## src/rtl/pb_field_sequencer.sv

```systemverilog
// pb_field_sequencer: walks a protobuf message through an external key decoder,
// emitting one header plus a payload byte stream per field.
// Ports: clock/reset (async active-low); msg_start/msg_len start a message;
// in_* byte stream in; dec_input_0..3 window out, dec_* decoder results in;
// hdr_* field header out; pay_* payload bytes out; busy/done/err/err_code status.
// Optional macro FIELD_FILTER_EN adds filter_en/filter_field to drop
// non-matching fields internally.
module pb_field_sequencer #(
    parameter int MAX_VARINT_BYTES = 10,
    parameter int LEN_W            = 16
) (
    input  logic             clock,
    input  logic             reset,
    input  logic             msg_start,
    input  logic [LEN_W-1:0] msg_len,
    input  logic             in_valid,
    output logic             in_ready,
    input  logic [7:0]       in_data,
    output logic [7:0]       dec_input_0,
    output logic [7:0]       dec_input_1,
    output logic [7:0]       dec_input_2,
    output logic [7:0]       dec_input_3,
    input  logic [2:0]       dec_wire_type,
    input  logic [7:0]       dec_field_number,
    input  logic [7:0]       dec_bytes_read,
    input  logic [15:0]      dec_value_size,
    output logic             hdr_valid,
    input  logic             hdr_ready,
    output logic [7:0]       hdr_field,
    output logic [2:0]       hdr_wire,
    output logic [LEN_W-1:0] hdr_len,
    output logic             pay_valid,
    input  logic             pay_ready,
    output logic [7:0]       pay_data,
    output logic             pay_last,
    output logic             busy,
    output logic             done,
    output logic             err,
    output logic [1:0]       err_code
`ifdef FIELD_FILTER_EN
    ,
    input  logic             filter_en,
    input  logic [7:0]       filter_field
`endif
);

    localparam int VCNT_W = $clog2(MAX_VARINT_BYTES + 1);

    typedef enum logic [2:0] {
        S_IDLE,
        S_FILL,
        S_DECODE,
        S_HDR,
        S_PAYLOAD,
        S_NEXT,
        S_ERR
    } state_t;

    state_t             state_q, state_d;
    logic [3:0][7:0]    win_q, win_d;
    logic [2:0]         cnt_q, cnt_d;
    logic [LEN_W-1:0]   rem_q, rem_d;
    logic [LEN_W-1:0]   fld_q, fld_d;
    logic [VCNT_W-1:0]  vcnt_q, vcnt_d;
    logic               varint_q, varint_d;
    logic               fwd_q, fwd_d;
    logic               sent_q, sent_d;
    logic               hdr_valid_q, hdr_valid_d;
    logic [7:0]         hdr_field_q, hdr_field_d;
    logic [2:0]         hdr_wire_q, hdr_wire_d;
    logic [LEN_W-1:0]   hdr_len_q, hdr_len_d;
    logic               pay_valid_q, pay_valid_d;
    logic [7:0]         pay_data_q, pay_data_d;
    logic               pay_last_q, pay_last_d;
    logic               done_q, done_d;
    logic               err_q, err_d;
    logic [1:0]         err_code_q, err_code_d;

    logic [LEN_W-1:0]   cnt_l, br_l, rem_key, fix_len, target;
    logic               bad_key, bad_wire, overrun, fwd;
    logic               src_win, load_ok, active, take, is_last, v_over;
    logic [7:0]         take_byte;

    always_comb begin
        cnt_l    = LEN_W'(cnt_q);
        br_l     = LEN_W'(dec_bytes_read);
        rem_key  = rem_q - br_l;
        target   = (rem_q < LEN_W'(4)) ? rem_q : LEN_W'(4);
        bad_key  = (dec_bytes_read == 8'd0) || (br_l > cnt_l) || (br_l > rem_q);
        bad_wire = (dec_wire_type == 3'd3) || (dec_wire_type == 3'd4) ||
                   (dec_wire_type == 3'd6) || (dec_wire_type == 3'd7);
        fix_len  = '0;
        case (dec_wire_type)
            3'd1:    fix_len = LEN_W'(8);
            3'd2:    fix_len = LEN_W'(dec_value_size);
            3'd5:    fix_len = LEN_W'(4);
            default: fix_len = '0;
        endcase
        // a varint needs at least one byte; fixed lengths must fit the message
        overrun  = (dec_wire_type == 3'd0) ? (rem_key == '0) : (fix_len > rem_key);
`ifdef FIELD_FILTER_EN
        fwd      = !filter_en || (dec_field_number == filter_field);
`else
        fwd      = 1'b1;
`endif
        // payload source: leftover window bytes before fresh input bytes
        src_win   = (cnt_q != 3'd0);
        load_ok   = fwd_q ? (!pay_valid_q || pay_ready) : 1'b1;
        active    = (state_q == S_PAYLOAD) && !sent_q;
        take_byte = src_win ? win_q[0] : in_data;
        take      = active && load_ok && (src_win || in_valid);
        is_last   = varint_q ? !take_byte[7] : (fld_q == LEN_W'(1));
        v_over    = varint_q && take_byte[7] &&
                    ((int'(vcnt_q) + 1 >= MAX_VARINT_BYTES) || (rem_q == LEN_W'(1)));
    end

    always_comb begin
        state_d     = state_q;
        win_d       = win_q;
        cnt_d       = cnt_q;
        rem_d       = rem_q;
        fld_d       = fld_q;
        vcnt_d      = vcnt_q;
        varint_d    = varint_q;
        fwd_d       = fwd_q;
        sent_d      = sent_q;
        hdr_valid_d = hdr_valid_q;
        hdr_field_d = hdr_field_q;
        hdr_wire_d  = hdr_wire_q;
        hdr_len_d   = hdr_len_q;
        pay_valid_d = pay_valid_q;
        pay_data_d  = pay_data_q;
        pay_last_d  = pay_last_q;
        done_d      = 1'b0;
        err_d       = err_q;
        err_code_d  = err_code_q;
        in_ready    = 1'b0;

        unique case (state_q)
            S_IDLE: begin
                if (msg_start) begin
                    rem_d      = msg_len;
                    err_d      = 1'b0;
                    err_code_d = 2'd0;
                    if (msg_len == '0) done_d  = 1'b1;
                    else               state_d = S_FILL;
                end
            end
            S_FILL: begin
                in_ready = (cnt_l < target);
                if (in_valid && in_ready) begin
                    win_d[cnt_q[1:0]] = in_data;
                    cnt_d             = cnt_q + 3'd1;
                end
                if (cnt_l == target) state_d = S_DECODE;
            end
            S_DECODE: begin
                hdr_field_d = dec_field_number;
                hdr_wire_d  = dec_wire_type;
                hdr_len_d   = fix_len;
                if (bad_key) begin
                    state_d    = S_ERR;
                    err_code_d = 2'd1;
                end else if (bad_wire) begin
                    state_d    = S_ERR;
                    err_code_d = 2'd2;
                end else if (overrun) begin
                    state_d    = S_ERR;
                    err_code_d = 2'd3;
                end else begin
                    win_d    = win_q >> {dec_bytes_read[2:0], 3'b000};
                    cnt_d    = cnt_q - dec_bytes_read[2:0];
                    rem_d    = rem_key;
                    fld_d    = fix_len;
                    varint_d = (dec_wire_type == 3'd0);
                    vcnt_d   = '0;
                    sent_d   = 1'b0;
                    fwd_d    = fwd;
                    if (fwd) begin
                        hdr_valid_d = 1'b1;
                        state_d     = S_HDR;
                    end else if (fix_len == '0 && dec_wire_type != 3'd0) begin
                        state_d = S_NEXT;
                    end else begin
                        state_d = S_PAYLOAD;
                    end
                end
            end
            S_HDR: begin
                if (hdr_ready) begin
                    hdr_valid_d = 1'b0;
                    state_d = (hdr_len_q == '0 && !varint_q) ? S_NEXT : S_PAYLOAD;
                end
            end
            S_PAYLOAD: begin
                in_ready = !sent_q && load_ok && !src_win;
                if (pay_valid_q && pay_ready) begin
                    pay_valid_d = 1'b0;
                    pay_last_d  = 1'b0;
                    if (pay_last_q) state_d = S_NEXT;
                end
                if (take) begin
                    if (src_win) begin
                        win_d = win_q >> 8;
                        cnt_d = cnt_q - 3'd1;
                    end
                    rem_d  = rem_q - LEN_W'(1);
                    vcnt_d = vcnt_q + VCNT_W'(1);
                    if (!varint_q) fld_d = fld_q - LEN_W'(1);
                    if (v_over) begin
                        state_d    = S_ERR;
                        err_code_d = 2'd3;
                    end else begin
                        if (is_last) sent_d = 1'b1;
                        if (fwd_q) begin
                            pay_valid_d = 1'b1;
                            pay_data_d  = take_byte;
                            pay_last_d  = is_last;
                        end else if (is_last) begin
                            state_d = S_NEXT;
                        end
                    end
                end
            end
            S_NEXT: begin
                if (rem_q != '0) begin
                    state_d = S_FILL;
                end else if (cnt_q == 3'd0) begin
                    done_d  = 1'b1;
                    state_d = S_IDLE;
                end else begin
                    state_d    = S_ERR;
                    err_code_d = 2'd3;
                end
            end
            S_ERR: begin
                // rem_q now counts message bytes still owed by the source
                in_ready = (rem_q != '0);
                if (in_valid && in_ready) rem_d = rem_q - LEN_W'(1);
                if (rem_q == '0) state_d = S_IDLE;
            end
            default: state_d = S_IDLE;
        endcase

        // on entry to ERR, window bytes are dropped and only unreceived bytes are drained
        if (state_d == S_ERR && state_q != S_ERR) begin
            err_d       = 1'b1;
            rem_d       = rem_d - LEN_W'(cnt_d);
            cnt_d       = 3'd0;
            win_d       = '0;
            hdr_valid_d = 1'b0;
            pay_valid_d = 1'b0;
            pay_last_d  = 1'b0;
        end
    end

    always_ff @(posedge clock or negedge reset) begin
        if (!reset) begin
            state_q     <= S_IDLE;
            win_q       <= '0;
            cnt_q       <= '0;
            rem_q       <= '0;
            fld_q       <= '0;
            vcnt_q      <= '0;
            varint_q    <= 1'b0;
            fwd_q       <= 1'b0;
            sent_q      <= 1'b0;
            hdr_valid_q <= 1'b0;
            hdr_field_q <= '0;
            hdr_wire_q  <= '0;
            hdr_len_q   <= '0;
            pay_valid_q <= 1'b0;
            pay_data_q  <= '0;
            pay_last_q  <= 1'b0;
            done_q      <= 1'b0;
            err_q       <= 1'b0;
            err_code_q  <= '0;
        end else begin
            state_q     <= state_d;
            win_q       <= win_d;
            cnt_q       <= cnt_d;
            rem_q       <= rem_d;
            fld_q       <= fld_d;
            vcnt_q      <= vcnt_d;
            varint_q    <= varint_d;
            fwd_q       <= fwd_d;
            sent_q      <= sent_d;
            hdr_valid_q <= hdr_valid_d;
            hdr_field_q <= hdr_field_d;
            hdr_wire_q  <= hdr_wire_d;
            hdr_len_q   <= hdr_len_d;
            pay_valid_q <= pay_valid_d;
            pay_data_q  <= pay_data_d;
            pay_last_q  <= pay_last_d;
            done_q      <= done_d;
            err_q       <= err_d;
            err_code_q  <= err_code_d;
        end
    end

    assign dec_input_0 = win_q[0];
    assign dec_input_1 = win_q[1];
    assign dec_input_2 = win_q[2];
    assign dec_input_3 = win_q[3];
    assign hdr_valid   = hdr_valid_q;
    assign hdr_field   = hdr_field_q;
    assign hdr_wire    = hdr_wire_q;
    assign hdr_len     = hdr_len_q;
    assign pay_valid   = pay_valid_q;
    assign pay_data    = pay_data_q;
    assign pay_last    = pay_last_q;
    assign busy        = (state_q != S_IDLE);
    assign done        = done_q;
    assign err         = err_q;
    assign err_code    = err_code_q;

endmodule

```

## config.mk

```make
export PLATFORM = sky130hd
export DESIGN_NAME = pb_field_sequencer
export DESIGN_NICKNAME = d
export VERILOG_FILES = /design/src/rtl/pb_field_sequencer.sv
export SDC_FILE = /design/constraint.sdc
export NUM_CORES = 1
export LEC_CHECK = 0
export CAP_MARGIN = 20
export CORE_MARGIN = 5
export CORE_UTILIZATION = 50
export DETAILED_ROUTE_END_ITERATION = 12
export PLACE_DENSITY_LB_ADDON = 0.05
export RECOVER_POWER = 100
export SYNTH_ARGS = -nofsm -noshare
export SYNTH_HDL_FRONTEND = slang
export SYNTH_SLANG_ARGS = --single-unit
```

## constraint.sdc

```tcl
create_clock -name clock -period 5.5 [get_ports clock]
set_input_delay 1.1 -clock clock [delete_from_list [all_inputs] [get_ports clock]]
set_output_delay 1.1 -clock clock [all_outputs]
set_load 0.03 [all_outputs]
```

==> flow_metrics.env <==
export IMPL_p_total_mw=8.12
export IMPL_synth_area_per_cell_um2=8.44
export IMPL_ios=141
export IMPL_cts_buffer_depth=2
export IMPL_cts_tree="yes"
export IMPL_combinationalPowerShare=0.645
export IMPL_yosysTopAreaCell="dfrtp_1"
export IMPL_synth_fp_nets=1181
export IMPL_antenna_left=0
export IMPL_min_to="err"
export IMPL_p_leak_nw=5.91
export IMPL_clock_power_share=0.162
export IMPL_seqPwrFrac=0.193
export IMPL_vias_per_cell=6.07
export IMPL_reg2reg_from="rem_q[0]"
export IMPL_stdcell_count=1590
export IMPL_first_pass_iters=8
export IMPL_rows=49
export IMPL_cts_made_buffers=17
export IMPL_synth_edf_count=0
export IMPL_start_util=0.505
export IMPL_violations="max-capacitance violations, max-slew violations, negative setup slack"
export IMPL_finalCriticalPeriod_ns=5.83
export IMPL_vias=9654
export IMPL_clock_latency_ns=0.42
export IMPL_worstRegToRegCells=28
export IMPL_setup_ws_ns=-0.326
export IMPL_status="finished, violations left"
export IMPL_grt_util_all_layers=0.316
export IMPL_core_area_um2=17800
export IMPL_powerDensity_nw_per_um2=631
export IMPL_critical_path_max_fanout=7
export IMPL_ys_seq_area_frac=0.331
export IMPL_totalWireLength_um=33000
export IMPL_portBuffers=140
export IMPL_hold_viol_final=0
export IMPL_final_cell_mix="nand2_1 (159), buf_4 (156), dfrtp_1 (119)"
export IMPL_fill_cells=1404
export IMPL_slowest_stage="fa_2"
export IMPL_hp_start="err"
export IMPL_gp_congestion=1.02
export IMPL_cts_sinks=119
export IMPL_wl_per_cell_um=20.8
export IMPL_netlist_top_cells_area="dfrtp_1 (33%), nand2_1 (6.7%), ha_1 (6.4%), a21oi_1 (4.8%), o21ai_0 (3.7%)"
export IMPL_hold_buffers=0
export IMPL_timing_fmax_ghz=0.172
export IMPL_synth_cells=1067
export IMPL_path_clk_slew_ns=0.06
export IMPL_die_area_um2=20800
export IMPL_hp_class="reg2reg"
export IMPL_die_x_um=144
export IMPL_finalCritPeriodShare=1.06
export IMPL_rsz0062_at_grt="true"
export IMPL_synth_area_um2=9010
export IMPL_root_buffer="clkbuf_16"
export IMPL_power_switching_mw=3.71
export IMPL_syn_to_final_growth_pct=42.8
export IMPL_grt_pass1_vias=9451
export IMPL_path_class="in2reg"
export IMPL_grt_max_degree=76
export IMPL_ys_warn_count=0
export IMPL_relSlewSlack=-1.71
export IMPL_cts_htree_levels=4
export IMPL_overflow=0
export IMPL_p_int_mw=4.40
export IMPL_drv_cap=1
export IMPL_post_place_ws_ns=-1.21
export IMPL_tightest_slew_ns=4.07
export IMPL_synth_cell_type_count=91
export IMPL_grt_pass1_wl_um=51100
export IMPL_r2r_end="rem_q[15]"
export IMPL_ir_drop_uv=385
export IMPL_antenna_found_initial=0
export IMPL_antenna_diode_count=0
export IMPL_drv_slew=70
export IMPL_p_sw_frac=0.457
export IMPL_final_common_cell="nand2_1"
export IMPL_worstSetupStartpointType="input pin"
export IMPL_drtIter0Drc=785
export IMPL_critPathMaxStageDelay_ns=0.35
export IMPL_worst_clock_skew_ns=0.00996
export IMPL_hpwl_um=24300
export IMPL_yosysTopAreaCellShare=0.331
export IMPL_synthFlopType="dfrtp_1"
export IMPL_place_inst=1535
export IMPL_nNetsFinal=1462
export IMPL_drive_above_1_share=0.231
export IMPL_ys_ff_latch=119
export IMPL_async_flop_share=1.00
export IMPL_setup_viol_count_final=13
export IMPL_arrival_ns=6.12
export IMPL_crit_required_ns=5.80
export IMPL_dieHeight_um=144
export IMPL_drc=0
export IMPL_hold_depth=2
export IMPL_worst_r2r_setup_slack_ns=0.02
export IMPL_end_kind="register"
-- worst max-delay path: cells and delay by family --
kind,cells,cell delay (ns)
AND/OR/NAND/NOR,8,1.40
adder cells (fa/ha/maj),4,1.15
AO/OA/AOI/OAI,7,1.10
buffers and inverters,7,0.95
XOR/XNOR,2,0.41
-- layout make-up --
type	count	area [µm²]	share of cell area
multi-input combinational	854	6020	0.468
sequential	119	2980	0.232
timing repair buffer	315	2730	0.212
clock buffer	19	453	0.0352
tap	229	287	0.0223
clock inverter	13	241	0.0188
inverter	41	154	0.0120
-- logic make-up after synthesis --
group / Yosys count / synth area share
compound gates: 301 / 0.226
xor+xnor: 28 / 0.0272
fa+ha+maj: 49 / 0.0706
buf+inv: 94 / 0.0442
flops: 119 / 0.331
mux: 57 / 0.0672
simple gates: 419 / 0.234
-- cells in the mapped netlist (all sizes together) (4+ instances only) --
cell type  instances
nand2            161
dfrtp            119
a21oi             87
nor2              76
o21ai             74
ha                46
inv               41
nand3             36
clkbuf            34
a22oi             30
mux2i             29
mux2              28
nor3              23
nor4              20
buf               19
and2              16
xnor2             15
a211oi            14
a22o              14
nand4             14
or3               14
xor2              13
nor2b             12
nand2b            11
a21o               9
nand3b             8
o211ai             8
o22ai              8
a31oi              7
nor3b              7
o21a               7
or2                6
o31ai              5
o32ai              4
-- stage by stage --
step           setup TNS [ns]  area, µm²  utilization  hold slack, ns
2_1_floorplan           -3.67       9130            -           0.462
3_3_place_gp           -32.95      11800        0.659           0.457
3_5_place_dp           -39.62      11800        0.659           0.468
4_1_cts                 -2.52      12700        0.715           0.482
5_1_grt                -10.31      12900        0.721           0.494
6_report                -3.08      12900        0.721           0.470
-- power groups by stage --
stage	Sequential (mW)	Combinational [mW]	Clock, mW
global placement	1.55	4.74	0
global route	1.61	5.61	1.37
finish	1.56	5.24	1.32
detailed placement	1.56	4.79	0
floorplan	1.85	2.52	0
CTS	1.56	5.05	1.33
-- registers in the layout (all words and copies together) (netlist names), 2 cells and up --
signal / flops
pay_data: 8
hdr_field: 8
err_code: 2
dec_input_3: 8
rem_q: 16
dec_input_1: 8
cnt_q: 3
hdr_wire: 3
hdr_len: 16
state_q: 3
vcnt_q: 4
dec_input_0: 8
fld_q: 16
dec_input_2: 8
-- per-layer routing --
| layer | track usage | routed length, µm | share of wire |
|---|---|---|---|
| met5 | 0 | 0 | 0 |
| met4 | 0.152 | 1640 | 0.050 |
| met3 | 0.0556 | 2490 | 0.075 |
| met2 | 0.507 | 15500 | 0.47 |
| met1 | 0.417 | 13400 | 0.41 |
-- worst max path at each step --
| stage | endpoint | startpoint |
|---|---|---|
| after CTS | rem_q[15] | dec_bytes_read[0] |
| after detailed placement | rem_q[12] | dec_bytes_read[0] |
| after global placement | rem_q[12] | dec_bytes_read[0] |
| after floorplan | rem_q[12] | dec_bytes_read[0] |
| final | rem_q[15] | dec_bytes_read[0] |
| after global routing | rem_q[15] | dec_bytes_read[0] |
-- timing repair --
item,4_1_cts,5_1_grt
setup endpoints to repair,47,25
setup buffers,15,10
gates cloned,0,0
endpoints found under the hold margin,0,0
pin swaps,41,22
gates resized for setup,49,25
No activity file was read; power rests on OpenSTA's default activity.
